===== src/rtl/decoder_scan.sv =====
// Registered binary-to-one-hot decoder with a direct-load mode
// and an auto-scan mode that sweeps every output with a programmable dwell.
module decoder_scan #(
  parameter int SEL_W = 4,
  parameter int DWELL_W = 8,
  parameter bit OUT_ACTIVE_LOW = 1'b0,
  localparam int N_OUT = 2 ** SEL_W
) (
  input  logic               clk,
  input  logic               rst_n,
  input  logic               enable,
  input  logic               mode,
  input  logic               load,
  input  logic [SEL_W-1:0]   binary_in,
  input  logic [DWELL_W-1:0] dwell,
  output logic [N_OUT-1:0]   decoder_out,
  output logic [SEL_W-1:0]   index_out,
  output logic               wrap,
  output logic               busy
);

  typedef enum logic [1:0] {
    IDLE   = 2'd0,
    DIRECT = 2'd1,
    SCAN   = 2'd2
  } state_t;

  localparam logic [N_OUT-1:0] OFF = {N_OUT{OUT_ACTIVE_LOW}};
  localparam logic [N_OUT-1:0] ONE = {{(N_OUT-1){1'b0}}, 1'b1};
  localparam logic [SEL_W-1:0] LAST = {SEL_W{1'b1}};

  state_t state_q;
  state_t state_n;
  logic [SEL_W-1:0] index_n;
  logic [DWELL_W-1:0] cnt_q;
  logic [DWELL_W-1:0] cnt_n;
  logic wrap_n;
  logic busy_n;
  logic [N_OUT-1:0] dec_n;

  // Next state, next index, dwell countdown and the decoded pattern.
  always_comb begin
    state_n = state_q;
    index_n = index_out;
    cnt_n = cnt_q;
    wrap_n = 1'b0;
    if (!enable) begin
      state_n = IDLE;
      index_n = '0;
      cnt_n = '0;
    end else begin
      unique case (state_q)
        IDLE: begin
          if (mode) begin
            state_n = SCAN;
            index_n = '0;
            cnt_n = dwell;
          end else begin
            state_n = DIRECT;
            index_n = load ? binary_in : '0;
          end
        end
        DIRECT: begin
          if (mode) begin
            state_n = SCAN;
            index_n = '0;
            cnt_n = dwell;
          end else if (load) begin
            index_n = binary_in;
          end
        end
        SCAN: begin
          if (!mode) begin
            state_n = DIRECT;
          end else if (cnt_q == '0) begin
            index_n = index_out + 1'b1;
            cnt_n = dwell;
            wrap_n = (index_out == LAST);
          end else begin
            cnt_n = cnt_q - 1'b1;
          end
        end
        default: begin
          state_n = IDLE;
          index_n = '0;
          cnt_n = '0;
        end
      endcase
    end
    busy_n = (state_n != IDLE);
    dec_n = busy_n ? ((ONE << index_n) ^ OFF) : OFF;
  end

  // State and every output are registered.
  always_ff @(posedge clk or negedge rst_n) begin
    if (!rst_n) begin
      state_q <= IDLE;
      index_out <= '0;
      cnt_q <= '0;
      wrap <= 1'b0;
      busy <= 1'b0;
      decoder_out <= OFF;
    end else begin
      state_q <= state_n;
      index_out <= index_n;
      cnt_q <= cnt_n;
      wrap <= wrap_n;
      busy <= busy_n;
      decoder_out <= dec_n;
    end
  end

endmodule


===== config.mk =====
export PLATFORM = sky130hd
export DESIGN_NAME = decoder_scan
export DESIGN_NICKNAME = d
export VERILOG_FILES = /design/src/rtl/decoder_scan.sv
export SDC_FILE = /design/constraint.sdc
export NUM_CORES = 1
export LEC_CHECK = 0
export BUFFER_PORTS_ARGS = -buffer_cell sky130_fd_sc_hd__buf_4
export CAP_MARGIN = 20
export CORE_ASPECT_RATIO = 0.8
export CORE_MARGIN = 8
export CORE_UTILIZATION = 48
export DETAILED_ROUTE_END_ITERATION = 8
export MAX_ROUTING_LAYER = met4
export PLACE_DENSITY_LB_ADDON = 0.08
export SYNTH_ARGS = -nofsm -noshare
export SYNTH_HDL_FRONTEND = slang
export SYNTH_SLANG_ARGS = --single-unit

===== constraint.sdc =====
create_clock -name clk -period 1.7 [get_ports clk]
set_input_delay 0.255 -clock clk [delete_from_list [all_inputs] [get_ports clk]]
set_output_delay 0.255 -clock clk [all_outputs]
set_load 0.05 [all_outputs]

==> results of run 1 <==
worst min path at each step:
stage | cells after the start | slack, ns | start | endpoint
finish | 2 | 0.19 | dwell[3] | cnt_q[3]
CTS | 3 | 0.19 | dwell[5] | cnt_q[5]
floorplan | 0 | -0.04 | rst_n | busy
global route | 2 | 0.20 | dwell[0] | cnt_q[0]
global placement | 1 | 0.20 | rst_n | cnt_q[1]
detailed placement | 1 | 0.21 | rst_n | cnt_q[1]
area by class of cell:
class / count / share of cell area
multi-input cells: 131 / 0.398
flip-flops and latches: 32 / 0.308
repair buffers: 75 / 0.224
clock buffers: 6 / 0.0278
well taps: 42 / 0.0201
clock inverters: 2 / 0.0134
inverters: 6 / 0.00862
critical path: cells and delay by family (launching register included):
family / cells / cell delay [ns]
AND/OR/NAND/NOR: 2 / 0.75
flip-flops: 1 / 0.40
AO/OA/AOI/OAI: 1 / 0.28
buffers and inverters: 2 / 0.26
multiplexers: 1 / 0.20
metrics by stage:
stage	TNS, ns	instances
after floorplan	-1.72	176
after global placement	-3.69	280
after detailed placement	-5.04	280
after CTS	-4.32	291
after global routing	-7.53	294
final	-5.76	294
registers in the layout, summed over array words and instances (netlist names):
name and count:
wrap 1, index_out 4, busy 1, decoder_out 16, state_q 2, cnt_q 8
timing repair:
item                                    4_1_cts  5_1_grt
setup buffers                                 3        3
resized for setup                            17       19
pin swaps                                     9       11
hold endpoints to repair                     32        0
endpoints found under the setup margin       23       26
hold buffers                                  1        0
power by group through the flow:
stage	Clock [mW]	Sequential, mW	Combinational (mW)
2_1_floorplan	0	0.869	0.239
3_3_place_gp	0	0.826	0.482
3_5_place_dp	0	0.828	0.499
4_1_cts	0.720	0.814	0.535
5_1_grt	0.761	0.818	0.638
6_report	0.709	0.815	0.598
layer usage:
layer | up-vias | part of all wire | wire, microns | global-route usage
met5 | - | 0 | 0 | -
met4 | 0 | 0.013 | 67 | 0.0554
met3 | 11 | 0.075 | 395 | 0.0466
met2 | 70 | 0.46 | 2400 | 0.277
met1 | 825 | 0.45 | 2380 | 0.267
li1 | 796 | - | - | -
kinds of logic after synthesis:
group | Yosys count | share of synthesized area
compound gates | 36 | 0.146
xor+xnor | 3 | 0.0155
fa+ha+maj | 2 | 0.0147
buf+inv | 13 | 0.0332
flops | 32 | 0.472
mux | 3 | 0.0184
simple gates | 87 | 0.301
layout by cell type (no fill, tap or decap), types with 3 or more instances in the layout:
cell type	synthesis	routed
o21ai_0	8	5
nor2_1	11	11
a21oi_1	6	5
nor3_2	1	7
o21ai_1	1	3
nor3_1	15	8
nand2b_1	5	4
inv_1	6	4
a221o_1	3	3
nor4_1	5	3
nand2_1	17	15
buf_4	0	71
nor2b_1	5	4
dfrtp_1	32	30
clkbuf_8	0	5
nand3b_1	3	3
a22oi_1	5	4
==> metrics.md, run 1 <==
| Metric | Value |
|---|---|
| GRT Total Usage | `0.195` |
| Post-Synthesis Cells | `176` |
| Max Buffers Root-to-Sink | `2` |
| Comb pwr share | `0.282` |
| Core Util, Final | `0.768` |
| Fin nets | `270` |
| Crit path required time | `1.86 ns` |
| FF+latch area | `803 sq um` |
| Clock skew | `0.00233 ns` |
| Worst r2r dst | `index_out[1]` |
| Area Overhead vs Synth | `53.8%` |
| Multi-input gate area | `1040 sq um` |
| Max-slew headroom | `0.720` |
| Synth Flop Type | `dfrtp_1` |
| HP Class | `input pin to register` |
| Outcome | `finished with violations` |
| Actual slew at the worst max-slew pin | `0.416 ns` |
| CP Launch Type | `register` |
| Worst Reg-to-Reg Cells | `6` |
| Number of setup violations in the final report | `25` |
| DRT Wirelength | `5240 microns` |
| Commonest cells in the netlist | `dfrtp_1, nand2_1, nor3_1, nor2_1, o21ai_0` |
| Clk sink count | `32` |
| Crit Reg-Reg Startpoint | `cnt_q[7]` |
| Total core area | `3400 sq um` |
| P per Cell Area | `813 nW/um^2` |
| Initial DRC Count | `138` |
| Post-Layout Inst Area | `2610 sq um` |
| Peak supply drop | `0.563 mV` |
| GR Overflow Total | `0` |
| Post-synth top area share | `0.472` |
| FMAX | `496 MHz` |
| Layout cells sized above 1 | `0.492` |
| Wirelength per Cell | `17.8 microns` |
| RSZ-0062 raised after global routing | `yes` |
| Yosys reg bits | `32` |
| Max_cap viols | `0` |
| CTS Buf Count | `5` |
| DR vias | `1702` |
| Antenna viol nets, final | `0` |
| Final Max Slew Viols | `0` |
| Leading area contributor after synthesis | `dfrtp_1` |
| # port buffers | `38` |
| Setup slack after layout | `-0.318 ns` |
| Min Hold Slack | `0.194 ns` |
| Sequential area share after synthesis | `0.472` |
| Crit path DAT | `2.18 ns` |
| TritonCTS clock tree | `built` |
| Crit. Startpoint | `cnt_q[7]` |
| Post-synth ARST share | `1.00` |
| Synth warn | `0` |
| Fillers | `231` |
| DR DRC count | `0` |
| Slowest CP cell | `or3b_4` |
| Clock transition at path regs | `0.06 ns` |
| Critical path peak fanout | `5` |
| Post-synth EDFFs | `0` |
| Worst setup path end | `index_out[1]` |
| Minimum clock period | `2.02 ns` |
| Die Wd | `82.5 microns` |
| Dominant cell by count in the synthesized netlist | `dfrtp_1` |
| DP Area | `2290 sq um` |
| Placement Setup Slack | `-0.335 ns` |
| Cell Area, Synth | `1700 sq um` |
| Worst path cell trace | `or3b_4 > nor3_4 > buf_4 > mux2i_1 > a2bb2oi_2 > inv_1` |
| I/O pins | `39` |
| Initial Utilization | `0.499` |
| Placer congestion estimate | `1.02` |
| Sw Ratio | `0.295` |
| CTS root buffer | `clkbuf_8` |
| Detailed Place HPWL | `3830 microns` |
| # rows | `19` |
| Critical path class | `register to register` |
| Leak pwr | `1.19 nW` |
| Syn_nets | `195` |
| Yosys cell types | `49` |
| R2R Setup Slk | `-0.32 ns` |
| First-pass GRT wire length | `8500 microns` |
| Critical path capture point type | `register` |
| Pre-antenna DRT Iters | `4` |
| Final worst-path cycle share | `1.19` |
| Failing checks | `setup timing` |
| Largest net degree at the start of global routing | `33` |
| Crit-path max cell delay | `0.44 ns` |
| DIE HEIGHT | `69.2 microns` |
| Clock power frac | `0.334` |
| Antenna cells | `0` |
| Initial antenna violation count | `0` |
| Vias in the first global route | `1717` |
| Net Sw Power | `626 uW` |
| Share of total power in sequential cells | `0.384` |
| Internal | `1.50 mW` |
| Mean Syn Cell Area | `9.65 sq um` |
| Vias/cell | `5.79` |
| Post-layout power | `2.12 mW` |
| H-tree level count | `2` |
| Final Hold Viols | `0` |
| Worst-Skew Late Latency | `0.29 ns` |
| Die Area | `5710 sq um` |
| Top cells by area, synth | `dfrtp_1, nor3_1, nand2_1, nor2_1, o21ai_0` |
Note: power is estimated with default switching activity, not from simulation.
==> run 2: changes to the inputs <==
--- a/config.mk
+++ b/config.mk
@@ -13,6 +13,7 @@
 export DETAILED_ROUTE_END_ITERATION = 8
 export MAX_ROUTING_LAYER = met4
 export PLACE_DENSITY_LB_ADDON = 0.08
+export REMOVE_ABC_BUFFERS = 1
 export SYNTH_ARGS = -nofsm -noshare
 export SYNTH_HDL_FRONTEND = slang
 export SYNTH_SLANG_ARGS = --single-unit
==> run 2 against run 1 <==
  * Sequential share of layout area down 1.6 points
  * Clock-buffer cell count unchanged
  * Via count up 11%
  * Flip-flop and latch count unchanged
  * Critical endpoint is now decoder_out[11]
  * Clock power up 1%
  * Clock skew up 0.0038 ns
  * Largest power group unchanged
  * Worst setup slack worse by 0.12 ns
  * The flow still finishes with violations (setup timing)
  * Die area unchanged
  * Global-route usage up 1.3 points
  * First-iteration DRC count up 64%
==> metrics.md, run 2 (same netlist as run 1, synthesis figures left out) <==
| Metric | Value |
|---|---|
| Minimum clock period | `2.14 ns` |
| Worst Reg-to-Reg Cells | `6` |
| GRT Total Usage | `0.208` |
| Clk sink count | `32` |
| Antenna viol nets, final | `0` |
| Antenna cells | `0` |
| CP Launch Type | `register` |
| Setup slack after layout | `-0.441 ns` |
| Worst setup path end | `decoder_out[11]` |
| R2R Setup Slk | `-0.44 ns` |
| DIE HEIGHT | `69.2 microns` |
| Crit Reg-Reg Startpoint | `cnt_q[3]` |
| Detailed Place HPWL | `3800 microns` |
| Clock skew | `0.00612 ns` |
| Failing checks | `setup timing` |
| Wirelength per Cell | `21.0 microns` |
| # rows | `19` |
| DR DRC count | `0` |
| Commonest cells after routing, fill and taps aside | `buf_4, dfrtp_1, nand2_1` |
| RSZ-0062 raised after global routing | `yes` |
| Leak pwr | `1.27 nW` |
| Peak supply drop | `0.755 mV` |
| Max-slew headroom | `0.687` |
| Clock transition at path regs | `0.07 ns` |
| Comb pwr share | `0.302` |
| Most common cell after layout, fill and taps aside | `buf_4` |
| Area Overhead vs Synth | `61.5%` |
| Clock power frac | `0.327` |
| Critical path capture point type | `register` |
| Share of total power in sequential cells | `0.371` |
| Number of setup violations in the final report | `27` |
| Total core area | `3400 sq um` |
| Fillers | `192` |
| Max Buffers Root-to-Sink | `2` |
| Die Wd | `82.5 microns` |
| Die Area | `5710 sq um` |
| DR vias | `1892` |
| Fin nets | `280` |
| Crit path DAT | `2.32 ns` |
| First-pass GRT wire length | `9220 microns` |
| Final worst-path cycle share | `1.26` |
| CTS Buf Count | `5` |
| Internal | `1.53 mW` |
| # port buffers | `38` |
| Net Sw Power | `670 uW` |
| Vias/cell | `6.22` |
| Layout cells sized above 1 | `0.523` |
| Initial DRC Count | `226` |
| Placer congestion estimate | `0.914` |
| Worst r2r dst | `decoder_out[11]` |
| P per Cell Area | `801 nW/um^2` |
| Worst-Skew Late Latency | `0.28 ns` |
| Largest net degree at the start of global routing | `33` |
| Max_cap viols | `0` |
| GR Overflow Total | `0` |
| Largest reg by FF count | `decoder_out` |
| FMAX | `467 MHz` |
| Initial Utilization | `0.499` |
| Crit path required time | `1.88 ns` |
| Crit. Startpoint | `cnt_q[3]` |
| Final Max Slew Viols | `0` |
| Final Hold Viols | `0` |
| Critical path class | `register to register` |
| HP Class | `input pin to register` |
| CTS root buffer | `clkbuf_8` |
| Post-layout power | `2.20 mW` |
| Initial antenna violation count | `0` |
| Actual slew at the worst max-slew pin | `0.467 ns` |
| H-tree level count | `2` |
| Min Hold Slack | `0.200 ns` |
| TritonCTS clock tree | `built` |
| Max FFs per register | `16` |
| Sw Ratio | `0.305` |
| DRT Wirelength | `6400 microns` |
| I/O pins | `39` |
| Pre-antenna DRT Iters | `5` |
| Setup TNS | `-6.43 ns` |
| Vias in the first global route | `1855` |
| Critical path peak fanout | `4` |
| Outcome | `finished with violations` |
| Top flop regs | `decoder_out: 16 flops, cnt_q: 8 flops, index_out: 4 flops` |
==> run 2: cell count changes in the layout (fill, tap and decap cells not counted), sizes merged <==
cell  change
nor2      +1
buf       +9
==> run 2: power by group through the flow <==
stage,clock [mW],sequential (mW),combinational [mW]
floorplan,0,0.870,0.207
global placement,0,0.823,0.461
detailed placement,0,0.823,0.470
CTS,0.708,0.811,0.545
global route,0.760,0.816,0.693
finish,0.719,0.814,0.664
==> run 2: layer usage <==
layer  global-route usage  vias up  wire [microns]
met5                    -        -               0
met4               0.0440        0             247
met3               0.0609       33             649
met2                0.298      130            2890
met1                0.284      914            2610
li1                     -      815               -
==> run 2: layout make-up <==
| cell class | count | area (sq um) | area share |
|---|---|---|---|
| Clock buffer | 6 | 72.6 | 0.0265 |
| Clock inverter | 2 | 35.0 | 0.0128 |
| Inverter | 6 | 22.5 | 0.00821 |
| Multi-Input combinational cell | 132 | 1090 | 0.397 |
| Sequential cell | 32 | 801 | 0.292 |
| Tap cell | 42 | 52.6 | 0.0192 |
| Timing Repair Buffer | 84 | 671 | 0.245 |
==> run 2: what timing repair did <==
action | in CTS | in global routing
setup buffers | 6 | 6
pin swaps | 8 | 15
cloned | 0 | 1
resized for setup | 36 | 27
endpoints found under the hold margin | 32 | 0
endpoints found under the setup margin | 26 | 26
hold buffers | 1 | 0
==> run 2: per-stage QoR <==
step / setup slack [ns] / instances / utilization / cell area (sq um)
3_3_place_gp: -0.292 / 282 / 0.662 / 2250
2_1_floorplan: -0.207 / 169 / - / 1660
5_1_grt: -0.492 / 304 / 0.807 / 2740
4_1_cts: -0.244 / 297 / 0.756 / 2570
6_report: -0.441 / 304 / 0.807 / 2740
3_5_place_dp: -0.363 / 282 / 0.662 / 2250
==> run 2: worst min path at each step <==
stage	start	end	slack [ns]	depth (start not counted)
2_1_floorplan	rst_n	busy	-0.04	0
6_report	dwell[1]	cnt_q[1]	0.20	2
3_3_place_gp	rst_n	cnt_q[7]	0.21	1
5_1_grt	dwell[1]	cnt_q[1]	0.20	2
3_5_place_dp	rst_n	cnt_q[7]	0.22	1
4_1_cts	dwell[5]	cnt_q[5]	0.21	3
==> run 2: worst max-delay path: stages (launching register included) <==
cell	delay [ns]
dfrtp_1	0.40
or3_4	0.42
nor3_4	0.33
a311oi_1	0.16
buf_4	0.17
nand3b_1	0.27
nor3_1	0.28
==> run 3: changes to the inputs <==
--- a/config.mk
+++ b/config.mk
@@ -7,13 +7,15 @@
 export LEC_CHECK = 0
 export BUFFER_PORTS_ARGS = -buffer_cell sky130_fd_sc_hd__buf_4
 export CAP_MARGIN = 20
-export CORE_ASPECT_RATIO = 0.8
+export CORE_ASPECT_RATIO = 1.5
 export CORE_MARGIN = 8
 export CORE_UTILIZATION = 48
+export CTS_CLUSTER_DIAMETER = 40
 export DETAILED_ROUTE_END_ITERATION = 8
 export MAX_ROUTING_LAYER = met4
 export PLACE_DENSITY_LB_ADDON = 0.08
 export REMOVE_ABC_BUFFERS = 1
+export SLEW_MARGIN = 5
 export SYNTH_ARGS = -nofsm -noshare
 export SYNTH_HDL_FRONTEND = slang
 export SYNTH_SLANG_ARGS = --single-unit
==> run 3 against run 2 <==
  * The run still ends with setup timing left
  * Critical path depth unchanged
  * Utilization decreased by 2.2 points
  * Final area fell by 3.1%
  * Fmax up 5.9%
  * Sequential power about the same
  * Global-route usage fell by 1.4 points
  * Die area rose by 0.48%
  * First-iteration DRC count down 46%
  * Register-to-register slack better by 0.12 ns
  * Total power decreased by 1.0%
==> metrics.md, run 3 (same netlist as run 1, synthesis figures left out) <==
| Metric | Value |
|---|---|
| Outcome | `finished with violations` |
| Failing checks | `setup timing` |
| Initial Utilization | `0.502` |
| # port buffers | `38` |
| Largest net degree at the start of global routing | `33` |
| FMAX | `495 MHz` |
| Cell mode on critical path | `buf_4` |
| Multi-input gate area | `1060 sq um` |
| Clk sink count | `32` |
| Most common cell after layout, fill and taps aside | `buf_4` |
| Actual slew at the worst max-slew pin | `0.400 ns` |
| Slowest CP cell | `or3_4` |
| Commonest cells after routing, fill and taps aside | `buf_4, dfrtp_1, nand2_1` |
| HP Class | `input pin to register` |
| Detailed Place HPWL | `3860 microns` |
| Max-slew headroom | `0.732` |
| TritonCTS clock tree | `built` |
| Crit-path leading delay family | `simple AND/OR/NAND/NOR gates` |
| Top flop regs | `decoder_out: 16 flops, cnt_q: 8 flops, index_out: 4 flops` |
| Critical path capture point type | `register` |
| Total core area | `3380 sq um` |
| CP Launch Type | `register` |
| Max_cap viols | `0` |
| Critical path peak fanout | `5` |
| DIE HEIGHT | `88.8 microns` |
| Placer congestion estimate | `0.958` |
| Vias/cell | `5.92` |
| Crit path DAT | `2.21 ns` |
| Post-Layout Inst Area | `2660 sq um` |
| Fillers | `215` |
| DP Area | `2250 sq um` |
| Initial DRC Count | `123` |
| Clock transition at path regs | `0.07 ns` |
| First-pass GRT wire length | `8310 microns` |
| Layout cells sized above 1 | `0.518` |
| Critical path class | `register to register` |
| Number of setup violations in the final report | `26` |
| Setup slack after layout | `-0.322 ns` |
| Antenna viol nets, final | `0` |
| Vias in the first global route | `1776` |
| Crit path buffers/inverters | `2` |
| Pre-antenna DRT Iters | `4` |
| Wirelength per Cell | `18.6 microns` |
| Die Wd | `64.6 microns` |
| Fin nets | `273` |
| Post-layout power | `2.17 mW` |
| RSZ-0062 raised after global routing | `yes` |
| Peak supply drop | `0.592 mV` |
| Leak pwr | `1.22 nW` |
| # rows | `26` |
| Final worst-path cycle share | `1.19` |
| DR vias | `1759` |
| CTS root buffer | `clkbuf_8` |
| Die Area | `5740 sq um` |
| GRT Total Usage | `0.194` |
| Max FFs per register | `16` |
| Core Util, Final | `0.785` |
| Crit path required time | `1.89 ns` |
| I/O pins | `39` |
| Clock skew | `0.00947 ns` |
| Max Buffers Root-to-Sink | `2` |
| Worst-Skew Late Latency | `0.29 ns` |
| Minimum clock period | `2.02 ns` |
| GR Overflow Total | `0` |
| Final Hold Viols | `0` |
| DR DRC count | `0` |
| Area Overhead vs Synth | `56.4%` |
| H-tree level count | `2` |
| Final Max Slew Viols | `0` |
| FF+latch area | `801 sq um` |
| Antenna cells | `0` |
| Worst path cell trace | `or3_4 > nor3_4 > buf_4 > o221ai_2 > buf_4 > nor4_2` |
| DRT Wirelength | `5540 microns` |
| Largest reg by FF count | `decoder_out` |
| Crit-path max cell delay | `0.44 ns` |
| P per Cell Area | `819 nW/um^2` |
| Initial antenna violation count | `0` |
| CTS Buf Count | `5` |
[run 3: changes by cell type in the layout (fill, tap and decap cells not counted), sizes merged]
cell and change:
nor2 -1, clkbuf -1, clkinvlp +1, and2 +1, buf -7
[run 3: repair_timing]
item                                    CTS  global route
gates resized for setup                  19            38
endpoints found under the setup margin   28            28
cloned                                    0             1
hold endpoints to repair                 32             0
hold buffers                              1             0
pin swaps                                 5            11
setup buffers                             3             4
[run 3: tightest hold or removal path, delay by kind of cell]
kind / cells / cell delay, ns
AO/OA/AOI/OAI: 1 / 0.05
buffers and inverters: 1 / 0.08
AND/OR/NAND/NOR: 1 / 0.04
[run 3: path summary, 6_finish.rpt]
kind	start	to	slack, ns	cells past startpoint
min in group asynchronous	rst_n	decoder_out[14]	0.43	2
max in group asynchronous	rst_n	decoder_out[3]	0.98	2
min	dwell[5]	cnt_q[5]	0.17	3
max	cnt_q[4]	decoder_out[12]	-0.32	6
max reg2reg	cnt_q[4]	decoder_out[12]	-0.32	6
min reg2reg	cnt_q[1]	cnt_q[1]	0.63	2
[run 3: area by class of cell]
cell class              instances  area share
clock buffers                   5      0.0259
well taps                      42      0.0198
multi-input cells             132       0.401
clock inverters                 3      0.0160
repair buffers                 77       0.228
inverters                       6     0.00848
flip-flops and latches         32       0.301
[run 3: metrics by stage]
step                hold WS [ns]  TNS (ns)  worst slack (ns)  instances
floorplan                -0.0406     -2.44            -0.207        169
global placement           0.204     -3.46            -0.294        280
detailed placement         0.212     -5.64            -0.321        280
CTS                        0.187     -3.74            -0.269        292
global route               0.181     -8.95            -0.502        297
finish                     0.171     -5.36            -0.322        297
[run 3: routing by layer]
layer	vias up	GRT usage	share of wire
met5	-	-	0
met4	0	0.120	0.050
met3	26	0.0583	0.053
met2	81	0.355	0.57
met1	850	0.170	0.33
li1	802	-	-
[run 3: report_power, final]
part	switching (mW)	internal [mW]	leakage, nW
clock network	0.305	0.433	0.0541
logic	0.338	0.287	0.731
registers	0.0216	0.790	0.435
